File: src/rtl/array_pkg.sv
// Shared types and helpers for the array write sequencer (array_loader).
package array_pkg;

  // Loader sequencing states.
  typedef enum logic [1:0] {
    IDLE  = 2'd0,
    LOAD  = 2'd1,
    DONE  = 2'd2,
    FLUSH = 2'd3
  } loader_state_t;

  // Width of a slot index for an array of n slots (at least one bit).
  function automatic int index_width(input int n);
    return (n > 1) ? $clog2(n) : 1;
  endfunction

endpackage

File: src/rtl/array_index_counter.sv
// Wrapping slot counter, 0..ELEMENTS-1, with synchronous clear and increment.
// Shared by the frame load and the sweep flush, so the index never leaves range
// even when ELEMENTS is not a power of two.
module array_index_counter
  import array_pkg::*;
#(
  parameter int ELEMENTS    = 4,
  parameter int INDEX_WIDTH = index_width(ELEMENTS)
) (
  input  logic                   clock,
  input  logic                   clear_n,
  input  logic                   clr,
  input  logic                   inc,
  output logic [INDEX_WIDTH-1:0] count
);

  localparam logic [INDEX_WIDTH-1:0] LAST = INDEX_WIDTH'(ELEMENTS - 1);

  // Count up on inc, wrapping from the last slot back to zero; clr has priority.
  always_ff @(posedge clock) begin
    if (!clear_n) begin
      count <= '0;
    end else if (clr) begin
      count <= '0;
    end else if (inc) begin
      count <= (count == LAST) ? '0 : count + INDEX_WIDTH'(1);
    end
  end

endmodule

File: src/rtl/array_loader.sv
// Upstream write sequencer for the Array register bank: accepts elements over
// valid/ready and writes slots 0..ELEMENTS-1 in order, pulses frame_done after
// the last slot, and can flush the bank.
// Build option: define ARRAY_LOADER_SWEEP_EN to flush by writing zero into every
// slot over ELEMENTS cycles; otherwise flush is a single array_clear cycle.
module array_loader
  import array_pkg::*;
#(
  parameter int ELEMENTS = 4,
  parameter int WIDTH    = 8,
  localparam int INDEX_WIDTH = index_width(ELEMENTS)
) (
  input  logic                   clock,
  input  logic                   clear_n,
  input  logic                   start,
  input  logic                   flush,
  input  logic                   in_valid,
  output logic                   in_ready,
  input  logic [WIDTH-1:0]       in_data,
  output logic [INDEX_WIDTH-1:0] index,
  output logic [WIDTH-1:0]       element,
  output logic                   enable,
  output logic                   array_clear,
  output logic                   busy,
  output logic                   frame_done
);

  localparam logic [INDEX_WIDTH-1:0] LAST = INDEX_WIDTH'(ELEMENTS - 1);

  loader_state_t state;
  loader_state_t next_state;
  logic [INDEX_WIDTH-1:0] count;
  logic cnt_clr;
  logic cnt_inc;
  logic handshake;

  array_index_counter #(
    .ELEMENTS    (ELEMENTS),
    .INDEX_WIDTH (INDEX_WIDTH)
  ) u_counter (
    .clock   (clock),
    .clear_n (clear_n),
    .clr     (cnt_clr),
    .inc     (cnt_inc),
    .count   (count)
  );

  // Status outputs decode the registered state only, so nothing depends on in_valid.
  assign in_ready   = (state == LOAD);
  assign busy       = (state != IDLE);
  assign frame_done = (state == DONE);
  assign handshake  = in_valid && in_ready;

`ifdef ARRAY_LOADER_SWEEP_EN
  assign array_clear = 1'b0;
`else
  assign array_clear = (state == FLUSH);
`endif

  // State register.
  always_ff @(posedge clock) begin
    if (!clear_n) begin
      state <= IDLE;
    end else begin
      state <= next_state;
    end
  end

  // Next-state and slot-counter control; flush beats start and aborts a load.
  always_comb begin
    next_state = state;
    cnt_clr    = 1'b0;
    cnt_inc    = 1'b0;
    case (state)
      IDLE: begin
        cnt_clr = 1'b1;
        if (flush) begin
          next_state = FLUSH;
        end else if (start) begin
          next_state = LOAD;
        end
      end
      LOAD: begin
        if (flush) begin
          next_state = FLUSH;
          cnt_clr    = 1'b1;
        end else if (handshake) begin
          cnt_inc = 1'b1;
          if (count == LAST) begin
            next_state = DONE;
          end
        end
      end
      DONE: begin
        cnt_clr    = 1'b1;
        next_state = IDLE;
      end
      FLUSH: begin
`ifdef ARRAY_LOADER_SWEEP_EN
        cnt_inc = 1'b1;
        if (count == LAST) begin
          next_state = IDLE;
        end
`else
        next_state = IDLE;
`endif
      end
      default: begin
        next_state = IDLE;
      end
    endcase
  end

  // Registered write port towards Array; a dropped handshake never reaches it.
  always_ff @(posedge clock) begin
    if (!clear_n) begin
      enable  <= 1'b0;
      index   <= '0;
      element <= '0;
    end else begin
      case (state)
        LOAD: begin
          if (handshake && !flush) begin
            enable  <= 1'b1;
            index   <= count;
            element <= in_data;
          end else begin
            enable <= 1'b0;
          end
        end
        FLUSH: begin
`ifdef ARRAY_LOADER_SWEEP_EN
          enable  <= 1'b1;
          index   <= count;
          element <= '0;
`else
          enable  <= 1'b0;
`endif
        end
        default: begin
          enable <= 1'b0;
        end
      endcase
    end
  end

endmodule

File: config.mk
export PLATFORM = sky130hd
export DESIGN_NAME = array_loader
export DESIGN_NICKNAME = d
export VERILOG_FILES = /design/src/rtl/array_pkg.sv /design/src/rtl/array_index_counter.sv /design/src/rtl/array_loader.sv
export SDC_FILE = /design/constraint.sdc
export NUM_CORES = 1
export LEC_CHECK = 0
export BUFFER_PORTS_ARGS = -buffer_cell sky130_fd_sc_hd__buf_2
export CAP_MARGIN = 20
export CORE_MARGIN = 2
export CORE_UTILIZATION = 30
export DETAILED_ROUTE_END_ITERATION = 10
export PLACE_DENSITY = 0.66
export SETUP_SLACK_MARGIN = 0.5
export SLEW_MARGIN = 30
export SYNTH_ARGS = -nofsm -noshare
export SYNTH_HDL_FRONTEND = slang
export SYNTH_HIERARCHICAL = 1
export SYNTH_SLANG_ARGS = --single-unit
File: constraint.sdc
create_clock -name clock -period 1.6 [get_ports clock]
set_input_delay 0 -clock clock [delete_from_list [all_inputs] [get_ports clock]]
set_output_delay 0 -clock clock [all_outputs]
set_load 0.005 [all_outputs]
==> key figures, run 1 <==
Status
  – Status: finished, final reports clean

Die
  – Top Ports: 28
  – Vertical die dimension: between 50 and 60 um
  – Starting Density: 0.325
  – Row count: 16
  – Standard cell core area: a little over 2000 um^2
  – Floorplan die width: approximately 51 um
  – Die area: 2580 um^2

Worst setup path
  – Required time of the critical path: between 1.5 and 2 ns
  – CP max stage cell: sky130_fd_sc_hd__or3b_4
  – Highest net fanout along the worst path: 4
  – Reg-to-reg critical path startpoint: state[1]
  – Critical path class: reg -> reg
  – Peak per-stage delay on the critical path: ~0.38 ns
  – Flop-to-flop setup slack: 0.34 ns
  – Type of element launching the critical path: register
  – Reg-to-Reg End: u_counter/count[0]
  – Series of cell instances along the critical path: and4bb_4 > or3b_4 > a21oi_2
  – CP Capture Type: register
  – Worst Reg-to-Reg Cells: 3
  – Arrival time of the worst setup path: approximately 1.5 ns

Place
  – Count of input and output buffers: 27
  – HPWL after detailed placement: about 950 um
  – Placed insts: 121
  – Post-Place Setup Slack: ~0.33 ns
  – RD Place Congestion: 0.637

Logic synthesis
  – #FFs+latches synth: 15
  – Most common cell in the netlist: sky130_fd_sc_hd__nand2_1
  – Sequential fraction of the synthesis area: 0.457
  – Area share of the largest cell type after synthesis: 0.457
  – Primary flip-flop cell chosen by synthesis mapping: sky130_fd_sc_hd__dfxtp_1
  – Cell area after technology mapping: 657 um^2
  – Most instantiated cells after synthesis: sky130_fd_sc_hd__nand2_1 (20), sky130_fd_sc_hd__dfxtp_1 (15), sky130_fd_sc_hd__mux2i_1 (11)
  – Count of yosys warnings during synthesis: 6
  – Async set-or-reset flop fraction in the synthesized netlist: 0
  – Net count after synthesis: 83
  – Mean area per synthesized cell: 9.52 um^2
  – Number of instances in the synthesized netlist: 69
  – Post-synth top area cell: sky130_fd_sc_hd__dfxtp_1
  – Dominant cells by area after synthesis: sky130_fd_sc_hd__dfxtp_1 (46%), sky130_fd_sc_hd__mux2i_1 (17%), sky130_fd_sc_hd__nand2_1 (11%)
  – Number of synthesized flops with an enable pin: 0
  – Cell variety after synth: 20

GRT
  – Vias in the first global route: between 500 and 600
  – Wire length of the first global-routing pass: approximately 2.3 mm
  – Global-route usage over all layers: 0.120
  – Total congestion overflow after global routing: 0
  – Maximum number of pins on one net before global-route repair: 24
  – Number of antenna violations at the first check in global routing: 0

Pwr
  – VDD IR-drop max: ~0.00027 V
  – Power per standard cell area: 735 nW/um^2
  – Static leakage power: roughly 0.44 nW

STA
  – Maximum clock rate: 0.796 GHz
  – Unrepaired setup endpoints after global routing: yes
  – Setup slack of the critical path after layout: 0.344 ns
  – Total setup violations reported at the end of the flow: 0
  – Relative slew slack: 0.754
  – Number of pins with negative max-slew slack in the final report: 0
  – Fraction of the cycle the final worst path needs: 0.785
  – Transition time of the tightest slew-check pin: ~0.37 ns
  – Minimum period implied by the final worst setup slack: between 1 and 1.5 ns
  – Hold Violations, Final: 0
  – Setup_tns: 0 ns
  – Maximum clock skew at final layout: approximately 0.0044 ns

Routing
  – Starting DRC count in detailed routing: 5
  – Number of DRC violations after detailed routing: 0
  – Aggregate routed wire length: 1.46 mm
  – Antenna-violating nets left: 0
  – Post-detailed-route wirelength per cell: 10.6 um
  – Average vias per placed instance: about 4.5
  – Detailed-router iteration count before antenna repair: 4
  – Via Count: a little over 600

CTS
  – H-tree depth: 1
  – Clk sink count: 15
  – Clock slew seen by the registers of the worst setup and hold paths: roughly 0.090 ns
  – Cts bufs inserted: 3
  – CTS tree: built
  – Clock root cell: sky130_fd_sc_hd__clkbuf_4
  – Maximum buffer depth of the clock tree: 2
  – Clock network latency to the later pin of the worst-skew pair: around 0.28 ns

Worst hold path
  – Worst hold path startpoint: start
  – Instance count along the most critical hold path: 3
  – Destination of the worst hold path: state[0]
  – Class of the worst hold path: in -> reg

Job
  – Max_cap viols: 0

Finish
  – Share of final-layout standard cells stronger than drive strength 1: 0.360
  – Count of placed standard cells in the final layout, fillers left out: approximately 140
  – Number of fillers in the final layout: around 210
  – Area added between synthesis and finish: 47.0%
  – Diode insertion count for antenna repair: 0
  – Final Net Count: about 130
[registers in the layout (all words and copies together) (netlist names)]
| name | count |
|---|---|
| element | 8 |
| u_counter/count | 2 |
| state | 2 |
| enable | 1 |
| index | 2 |
[area by class of cell]
| cell class | instances | area [um^2] | share of cell area |
|---|---|---|---|
| Multi-Input combinational cell | 49 | 324 | 0.335 |
| Tap cell | 27 | 33.8 | 0.0350 |
| Inverter | 2 | 7.51 | 0.00777 |
| Sequential cell | 15 | 308 | 0.319 |
| Clock buffer | 4 | 26.3 | 0.0272 |
| Timing Repair Buffer | 41 | 267 | 0.276 |
[through the flow]
stage	hold slack [ns]	power [W]	area (um^2)	utilization
floorplan	0.133	0.000441	659	-
global placement	0.254	0.000471	808	0.400
detailed placement	0.260	0.000474	808	0.400
CTS	0.0316	0.000712	950	0.470
global route	0.0467	0.000749	966	0.478
finish	0.0399	0.000710	966	0.478
[layer usage]
metal	track usage	wire (um)	up-vias
li1	-	-	316
met1	0.134	623	279
met2	0.204	747	19
met3	0.0327	87	2
met4	0.0676	5	0
met5	0	0	-
[cells by family (layout without fill, tap and decap cells)]
logic type | Yosys count | count (layout) | synth area share
AOI/OAI and AO/OA | 4 | 4 | 0.0495
muxes | 11 | 11 | 0.168
buffers and inverters | 5 | 47 | 0.0533
and+or+nand+nor | 33 | 33 | 0.253
DFF | 15 | 15 | 0.457
adders and majority gates | 1 | 1 | 0.0190
[where the power goes]
part           total [W]  switching, W  internal, W  leakage, nW
registers       0.000389    0.00000706     0.000382        0.123
logic           0.000100     0.0000410    0.0000592        0.300
clock network   0.000221      0.000124    0.0000968       0.0150
total           0.000710      0.000172     0.000538        0.438
[what timing repair did]
action / in CTS / in global routing
hold buffers: 9 / 0
gates resized for setup: 1 / 3
hold endpoints to repair: 9 / 0
setup endpoints to repair: 9 / 14
setup buffers: 3 / 1
pin swaps: 1 / 1
[worst max path at each step]
stage / start / to / slack (ns) / cells after the start
6_report: state[1] / u_counter/count[0] / 0.34 / 3
2_1_floorplan: state[1] / u_counter/count[0] / 0.28 / 4
3_3_place_gp: state[1] / u_counter/count[1] / 0.36 / 4
3_5_place_dp: state[1] / u_counter/count[0] / 0.33 / 3
5_1_grt: state[1] / u_counter/count[0] / 0.31 / 3
4_1_cts: state[1] / u_counter/count[0] / 0.36 / 3
[worst max-delay path, delay by kind of cell, from the launching register on]
kind	cells	cell delay, ns
flops	1	0.35
compound gates	1	0.14
simple gates	2	0.70
[cell usage in the layout, fill, tap and decap left out]
master,count
sky130_fd_sc_hd__a2111oi_1,1
sky130_fd_sc_hd__a21oi_2,1
sky130_fd_sc_hd__a41oi_1,1
sky130_fd_sc_hd__and2_1,2
sky130_fd_sc_hd__and4_1,1
sky130_fd_sc_hd__and4bb_4,1
sky130_fd_sc_hd__buf_2,27
sky130_fd_sc_hd__buf_4,4
sky130_fd_sc_hd__buf_6,1
sky130_fd_sc_hd__clkbuf_1,1
sky130_fd_sc_hd__clkbuf_4,3
sky130_fd_sc_hd__dfxtp_1,13
sky130_fd_sc_hd__dfxtp_4,2
sky130_fd_sc_hd__dlygate4sd3_1,9
sky130_fd_sc_hd__ha_1,1
sky130_fd_sc_hd__inv_1,2
sky130_fd_sc_hd__mux2i_1,11
sky130_fd_sc_hd__nand2_1,20
sky130_fd_sc_hd__nand2b_1,2
sky130_fd_sc_hd__nor2_1,1
sky130_fd_sc_hd__nor2b_1,2
sky130_fd_sc_hd__nor3_1,2
sky130_fd_sc_hd__o21ai_1,1
sky130_fd_sc_hd__or2_1,1
sky130_fd_sc_hd__or3b_4,1
Note: power is estimated with default switching activity, not from simulation.
==> run 2: changes to the inputs <==
--- a/config.mk
+++ b/config.mk
@@ -5,12 +5,13 @@
 export SDC_FILE = /design/constraint.sdc
 export NUM_CORES = 1
 export LEC_CHECK = 0
+export ABC_AREA = 1
 export BUFFER_PORTS_ARGS = -buffer_cell sky130_fd_sc_hd__buf_2
 export CAP_MARGIN = 20
 export CORE_MARGIN = 2
 export CORE_UTILIZATION = 30
 export DETAILED_ROUTE_END_ITERATION = 10
-export PLACE_DENSITY = 0.66
+export PLACE_DENSITY = 0.67
 export SETUP_SLACK_MARGIN = 0.5
 export SLEW_MARGIN = 30
 export SYNTH_ARGS = -nofsm -noshare
==> constraint.sdc (replaced) <==
create_clock -name clock -period 1.1 [get_ports clock]
set_input_delay 0 -clock clock [delete_from_list [all_inputs] [get_ports clock]]
set_output_delay 0 -clock clock [all_outputs]
set_load 0.005 [all_outputs]
==> key figures, run 2 <==
STA
  – Unrepaired setup endpoints after global routing: yes
  – Hold Violations, Final: 0 (unchanged)
  – Minimum period implied by the final worst setup slack: 1.10 ns (-0.154 ns)
  – Setup slack of the critical path after layout: -0.00191 ns (-0.346 ns)
  – Maximum clock rate: 0.908 GHz (+14%)
  – Transition time of the tightest slew-check pin: 0.359 ns (-0.00893 ns)
  – Setup_tns: -0.00191 ns (-0.00191 ns)
  – Number of pins with negative max-slew slack in the final report: 0 (unchanged)
  – Fraction of the cycle the final worst path needs: 1.00 (+0.217)
  – Maximum clock skew at final layout: 0.00235 ns (-0.00208 ns)
  – Total setup violations reported at the end of the flow: 1 (+1)
  – Relative slew slack: 0.760 (+0.00569)

Die
  – Top Ports: 28 (unchanged)
  – Standard cell core area: 2230 um^2 (+10%)
  – Vertical die dimension: 53.0 um (+4.4%)
  – Starting Density: 0.323 (-0.00219)
  – Row count: 17 (+1)
  – Floorplan die width: 53.0 um (+4.4%)
  – Die area: 2810 um^2 (+8.9%)

Place
  – Placed instance area: 897 um^2 (+11%)
  – Post-Place Setup Slack: 0.0335 ns (-0.296 ns)
  – RD Place Congestion: 0.722 (+13%)
  – HPWL after detailed placement: 1.20 mm (+26%)
  – Count of input and output buffers: 27 (unchanged)

GRT
  – Maximum number of pins on one net before global-route repair: 16 (-33%)
  – Global-route usage over all layers: 0.153 (+0.0327)
  – Wire length of the first global-routing pass: 3.13 mm (+38%)
  – Number of antenna violations at the first check in global routing: 0 (unchanged)
  – Total congestion overflow after global routing: 0 (unchanged)
  – Vias in the first global route: 750 (+40%)

Finish
  – Commonest non-fill, non-tap cells in the layout: sky130_fd_sc_hd__buf_2 (24), sky130_fd_sc_hd__nor2_1 (23), sky130_fd_sc_hd__nand2_1 (18)
  – Final Net Count: 156 (+24%)
  – Most flops, register: element
  – Diode insertion count for antenna repair: 0 (unchanged)
  – Most common library cell in the layout ignoring fill and taps: sky130_fd_sc_hd__buf_2
  – Share of final-layout standard cells stronger than drive strength 1: 0.440 (+0.0794)
  – Flip-flop count of the largest register after layout: 8 (unchanged)
  – Area of all placed cells without fillers: 1090 um^2 (+13%)
  – Area added between synthesis and finish: 51.7%
  – Number of fillers in the final layout: 232 (+12%)

Logic synthesis
  – Area share of the largest cell type after synthesis: 0.417 (-0.0405)
  – Number of synthesized flops with an enable pin: 0 (unchanged)
  – Net count after synthesis: 119 (+43%)
  – Number of instances in the synthesized netlist: 105 (+52%)
  – Primary flip-flop cell chosen by synthesis mapping: sky130_fd_sc_hd__dfxtp_1
  – Most common cell in the netlist: sky130_fd_sc_hd__nor2_1
  – Dominant cells by area after synthesis: sky130_fd_sc_hd__dfxtp_1 (42%), sky130_fd_sc_hd__nor2_1 (13%), sky130_fd_sc_hd__nand2_1 (9.4%)
  – Sequential fraction of the synthesis area: 0.417 (-0.0405)
  – Async set-or-reset flop fraction in the synthesized netlist: 0 (unchanged)
  – Post-synth top area cell: sky130_fd_sc_hd__dfxtp_1
  – Simple-gate portion of the synthesized area: 0.368 (+0.115)
  – Cell variety after synth: 19 (-5.0%)
  – Cell area after technology mapping: 721 um^2 (+9.7%)
  – #FFs+latches synth: 15 (unchanged)
  – Mean area per synthesized cell: 6.86 um^2 (-28%)
  – Compound-gate portion of the synthesized area: 0.0573 (+0.00777)
  – Xor-xnor portion of the synthesized cell area: 0 (unchanged)
  – Most instantiated cells after synthesis: sky130_fd_sc_hd__nor2_1 (24), sky130_fd_sc_hd__nand2_1 (18), sky130_fd_sc_hd__inv_1 (17), sky130_fd_sc_hd__dfxtp_1 (15), sky130_fd_sc_hd__nand4_1 (10)
  – Area share of fa/ha/maj cells after synthesis: 0.0174 (-0.00169)
  – Count of yosys warnings during synthesis: 6 (unchanged)
  – Multiplexer share of the synthesized area: 0 (-0.168)
  – Largest family of logic cells by synthesized area: simple AND/OR/NAND/NOR gates

Worst setup path
  – Critical path class: reg -> reg
  – Highest net fanout along the worst path: 5 (+1)
  – Critical path buffer and inverter count: 3 (+3)
  – Required time of the critical path: 1.27 ns (-0.55 ns)
  – Peak per-stage delay on the critical path: 0.39 ns (about the same)
  – CP Capture Type: register
  – Type of element launching the critical path: register
  – Arrival time of the worst setup path: 1.27 ns (-0.21 ns)
  – Flop-to-flop setup slack: -0.002 ns (-0.35 ns)
  – CP max stage cell: sky130_fd_sc_hd__dfxtp_4
  – Series of cell instances along the critical path: inv_4 > nor2_4 > buf_12 > buf_16 > nand4_1 > nand2_1 > nor2_1
  – Worst path top cell family by delay: flip-flops

Routing
  – Wire length on met2: 939 um (+26%)
  – Via Count: 807 (+31%)
  – Average vias per placed instance: 4.78 (+7.0%)
  – Post-route met1 wirelength: 763 um (+22%)
  – Number of DRC violations after detailed routing: 0 (unchanged)
  – Aggregate routed wire length: 1.86 mm (+27%)
  – Detailed-router iteration count before antenna repair: 4 (unchanged)
  – Post-detailed-route wirelength per cell: 11.0 um (+3.9%)
  – Length of routed met3 wiring: 159 um (+83%)
  – Uppermost layer routed: met3
  – Antenna-violating nets left: 0 (unchanged)
  – Starting DRC count in detailed routing: 16 (+11)

Job
  – Max_cap viols: 0 (unchanged)

Status
  – Status: finished, violations left
  – Violations in the final reports: negative setup slack

Pwr
  – Design internal power: 0.000902 W (+68%)
  – Static leakage power: 0.535 nW (+22%)
  – Sequential share of power: 0.478 (-0.070)
  – Switch Pwr: 0.000357 W (+110%)
  – Clock network fraction of total power: 0.244 (-0.067)
  – VDD IR-drop max: 0.000841 V (+210%)
  – Power per standard cell area: 1150 nW/um^2 (+57%)
  – Net switching fraction of the power: 0.284 (+0.0416)
  – Part of the power in combinational logic: 0.278 (+0.137)

CTS
  – Clock slew seen by the registers of the worst setup and hold paths: 0.09 ns (about the same)
  – Maximum buffer depth of the clock tree: 2 (unchanged)
  – Clock root cell: sky130_fd_sc_hd__clkbuf_4
  – H-tree depth: 1 (unchanged)
  – CTS tree: built
  – Clock network latency to the later pin of the worst-skew pair: 0.27 ns (about the same)
  – # hold bufs at CTS: 0 (-9)
  – Clk sink count: 15 (unchanged)
  – Cts bufs inserted: 3 (unchanged)

Worst hold path
  – Class of the worst hold path: in -> reg
## run 2: changes by cell type after synthesis, moves of 3 or more
| cell | previous run | this run |
|---|---|---|
| sky130_fd_sc_hd__buf_2 | 0 | 3 |
| sky130_fd_sc_hd__mux2i_1 | 11 | 0 |
| sky130_fd_sc_hd__inv_1 | 2 | 17 |
| sky130_fd_sc_hd__nand4_1 | 0 | 10 |
| sky130_fd_sc_hd__nor2_1 | 1 | 24 |
| sky130_fd_sc_hd__a21oi_1 | 0 | 3 |
## run 2: area by class of cell
class                      instances  area [um^2]  area share
tap                               28         35.0      0.0320
timing repair buffer              37          285       0.261
sequential                        15          320       0.293
multi-input combinational         67          357       0.326
inverter                          18         70.1      0.0641
clock buffer                       4         26.3      0.0240
## run 2: logic make-up (layout without fill, tap and decap cells)
| logic type | Yosys count | count (layout) |
|---|---|---|
| and+or+nand+nor | 59 | 59 |
| DFF | 15 | 15 |
| AOI/OAI and AO/OA | 7 | 7 |
| adders and majority gates | 1 | 1 |
| buffers and inverters | 23 | 59 |
## run 2: path summary, 6_finish.rpt
kind	cells past startpoint	to	from
setup / recovery	7	index[0]	state[0]
hold / removal	2	enable	flush
hold reg to reg	2	element[4]	element[4]
setup reg to reg	7	index[0]	state[0]
## run 2: repair_timing
item	in CTS	in global routing
setup endpoints to repair	30	30
cloned	2	0
pin swaps	4	2
buffers inserted	4	1
resized for setup	25	4
## run 2: power groups by stage
stage	Clock (W)	Sequential, W	Combinational, W
after floorplan	0	0.000609	0.000131
after global placement	0	0.000608	0.000220
after detailed placement	0	0.000610	0.000225
after CTS	0.000322	0.000601	0.000337
after global routing	0.000351	0.000607	0.000382
final	0.000308	0.000603	0.000350
## run 2: stage by stage
step | power, W | utilization | hold WS (ns) | cells
floorplan | 0.000740 | - | 0.0761 | 105
global placement | 0.000828 | 0.402 | 0.281 | 158
detailed placement | 0.000834 | 0.402 | 0.273 | 158
CTS | 0.00126 | 0.478 | 0.0175 | 168
global route | 0.00134 | 0.490 | 0.0299 | 169
finish | 0.00126 | 0.490 | 0.0365 | 169
## run 2: layer usage
layer | vias to the layer above | global-route usage
li1 | 404 | -
met1 | 370 | 0.174
met2 | 33 | 0.277
met3 | 0 | 0.0339
met4 | 0 | 0.0513
met5 | - | 0
## run 2: worst register-to-register path, stage by stage (launching register included)
cell	delay [ns]
sky130_fd_sc_hd__dfxtp_4	0.39
sky130_fd_sc_hd__inv_4	0.04
sky130_fd_sc_hd__nor2_4	0.15
sky130_fd_sc_hd__buf_12	0.13
sky130_fd_sc_hd__buf_16	0.10
sky130_fd_sc_hd__nand4_1	0.07
sky130_fd_sc_hd__nand2_1	0.08
sky130_fd_sc_hd__nor2_1	0.04
==> run 3: changes to the inputs <==
--- a/config.mk
+++ b/config.mk
@@ -12,6 +12,7 @@
 export CORE_UTILIZATION = 30
 export DETAILED_ROUTE_END_ITERATION = 10
 export PLACE_DENSITY = 0.67
+export REMOVE_ABC_BUFFERS = 1
 export SETUP_SLACK_MARGIN = 0.5
 export SLEW_MARGIN = 30
 export SYNTH_ARGS = -nofsm -noshare
==> key figures, run 3 (same netlist as run 2, synthesis figures left out) <==
Worst setup path
  – Type of element launching the critical path: register
  – Highest net fanout along the worst path: 4 (-1)
  – Series of cell instances along the critical path: inv_4 > nand3_4 > nor2_4 > buf_6 > nand2_2 > nand3_2 > nor2_1
  – CP Capture Type: register
  – Peak per-stage delay on the critical path: 0.38 ns (about the same)
  – Required time of the critical path: 1.28 ns (about the same)
  – CP max stage cell: sky130_fd_sc_hd__dfxtp_4
  – Critical path class: reg -> reg
  – Arrival time of the worst setup path: 1.25 ns (-0.02 ns)

Routing
  – Detailed-router iteration count before antenna repair: 4 (unchanged)
  – Number of DRC violations after detailed routing: 0 (unchanged)
  – Post-detailed-route wirelength per cell: 10.4 um (-6.0%)
  – Average vias per placed instance: 4.55 (-4.7%)
  – Antenna-violating nets left: 0 (unchanged)
  – Via Count: 783 (-3.0%)
  – Wire length on met2: 893 um (-4.9%)
  – Uppermost layer routed: met4
  – Post-route met1 wirelength: 743 um (-2.6%)
  – Aggregate routed wire length: 1.78 mm (-4.3%)
  – Starting DRC count in detailed routing: 12 (-4)
  – Length of routed met3 wiring: 131 um (-18%)

Finish
  – Count of placed standard cells in the final layout, fillers left out: 172 (+1.8%)
  – Most common library cell in the layout ignoring fill and taps: sky130_fd_sc_hd__buf_2
  – Diode insertion count for antenna repair: 0 (unchanged)
  – Final Net Count: 159 (+1.9%)
  – Number of fillers in the final layout: 249 (+7.3%)
  – Area of all placed cells without fillers: 1090 um^2 (-0.46%)
  – Share of final-layout standard cells stronger than drive strength 1: 0.472 (+0.0325)
  – Area added between synthesis and finish: 51.0%
  – Commonest non-fill, non-tap cells in the layout: sky130_fd_sc_hd__buf_2 (25), sky130_fd_sc_hd__nor2_1 (23), sky130_fd_sc_hd__inv_1 (15), sky130_fd_sc_hd__nand2_1 (15)
  – Flip-flop count of the largest register after layout: 8 (unchanged)
  – Most flops, register: element

STA
  – Relative slew slack: 0.814 (+0.0541)
  – Total setup violations reported at the end of the flow: 0 (-1)
  – Fraction of the cycle the final worst path needs: 0.977 (-0.0249)
  – Number of pins with negative max-slew slack in the final report: 0 (unchanged)
  – Maximum clock rate: 0.931 GHz (+2.5%)
  – Hold Violations, Final: 0 (unchanged)
  – Minimum period implied by the final worst setup slack: 1.07 ns (-0.0274 ns)
  – Final hold slack: 0.0117 ns (-0.0248 ns)
  – Transition time of the tightest slew-check pin: 0.279 ns (-0.0808 ns)
  – Unrepaired setup endpoints after global routing: yes
  – Maximum clock skew at final layout: 0.00345 ns (+0.00110 ns)

CTS
  – Maximum buffer depth of the clock tree: 2 (unchanged)
  – Clock slew seen by the registers of the worst setup and hold paths: 0.09 ns (about the same)
  – H-tree depth: 1 (unchanged)
  – Clk sink count: 15 (unchanged)
  – CTS tree: built
  – Clock network latency to the later pin of the worst-skew pair: 0.28 ns (about the same)
  – Cts bufs inserted: 3 (unchanged)
  – Clock root cell: sky130_fd_sc_hd__clkbuf_4

Place
  – Placed insts: 163 (+3.2%)
  – Count of input and output buffers: 27 (unchanged)
  – RD Place Congestion: 0.776 (+7.5%)
  – HPWL after detailed placement: 1.21 mm (+0.55%)
  – Placed instance area: 917 um^2 (+2.2%)

GRT
  – Maximum number of pins on one net before global-route repair: 16 (unchanged)
  – Vias in the first global route: 681 (-9.2%)
  – Number of antenna violations at the first check in global routing: 0 (unchanged)
  – Wire length of the first global-routing pass: 2.72 mm (-13%)
  – Total congestion overflow after global routing: 0 (unchanged)
  – Global-route usage over all layers: 0.133 (-0.0200)

Die
  – Standard cell core area: 2230 um^2 (unchanged)
  – Starting Density: 0.323 (unchanged)
  – Die area: 2810 um^2 (unchanged)
  – Vertical die dimension: 53.0 um (unchanged)
  – Top Ports: 28 (unchanged)
  – Row count: 17 (unchanged)
  – Floorplan die width: 53.0 um (unchanged)

Worst hold path
  – Class of the worst hold path: in -> reg

Pwr
  – Power per standard cell area: 1130 nW/um^2 (-2.3%)
  – Static leakage power: 0.549 nW (+2.6%)
  – VDD IR-drop max: 0.000617 V (-27%)

Job
  – Max_cap viols: 0 (unchanged)

Status
  – Status: finished, final reports clean
-- run 3: worst paths after layout --
check | startpoint | end | slack (ns) | cells after the start
max | state[1] | u_counter/count[0] | 0.03 | 7
min | flush | enable | 0.01 | 2
max reg2reg | state[1] | u_counter/count[0] | 0.03 | 7
min reg2reg | element[3] | element[3] | 0.46 | 2
-- run 3: worst max-delay path, delay by kind of cell (launching register included) --
| family | cells | cell delay (ns) |
|---|---|---|
| buf+inv | 2 | 0.20 |
| flops | 1 | 0.38 |
| simple gates | 5 | 0.39 |
-- run 3: repair_timing --
item	in CTS	in global routing
hold endpoints to repair	1	0
pin swaps	1	12
resized for setup	14	23
buffers inserted	1	4
setup endpoints to repair	30	30
-- run 3: layout make-up --
| class | instances | area (um^2) | area share |
|---|---|---|---|
| Inverter | 18 | 72.6 | 0.0667 |
| Clock buffer | 4 | 26.3 | 0.0241 |
| Timing Repair Buffer | 40 | 268 | 0.246 |
| Tap cell | 28 | 35.0 | 0.0322 |
| Multi-Input combinational cell | 67 | 367 | 0.337 |
| Sequential cell | 15 | 320 | 0.294 |
-- run 3: metrics by stage --
step / TNS [ns] / total power [W] / util / setup slack, ns
after global routing: -0.175 / 0.00131 / 0.487 / -0.0424
after floorplan: -0.0447 / 0.000713 / - / -0.0224
final: 0 / 0.00123 / 0.487 / 0.0255
after global placement: 0 / 0.000838 / 0.411 / 0.0521
after CTS: 0 / 0.00118 / 0.439 / 0.0733
after detailed placement: 0 / 0.000839 / 0.411 / 0.0231
-- run 3: report_power, final --
part           switching (W)  internal [W]  total (W)
Combinational       0.000156      0.000157   0.000313
Sequential         0.0000283      0.000576   0.000604
Clock               0.000168      0.000140   0.000308
-- run 3: per-layer routing --
metal / vias up / GRT usage
met5: - / 0
met2: 25 / 0.206
met3: 2 / 0.0254
met4: 0 / 0.0769
li1: 408 / -
met1: 348 / 0.170
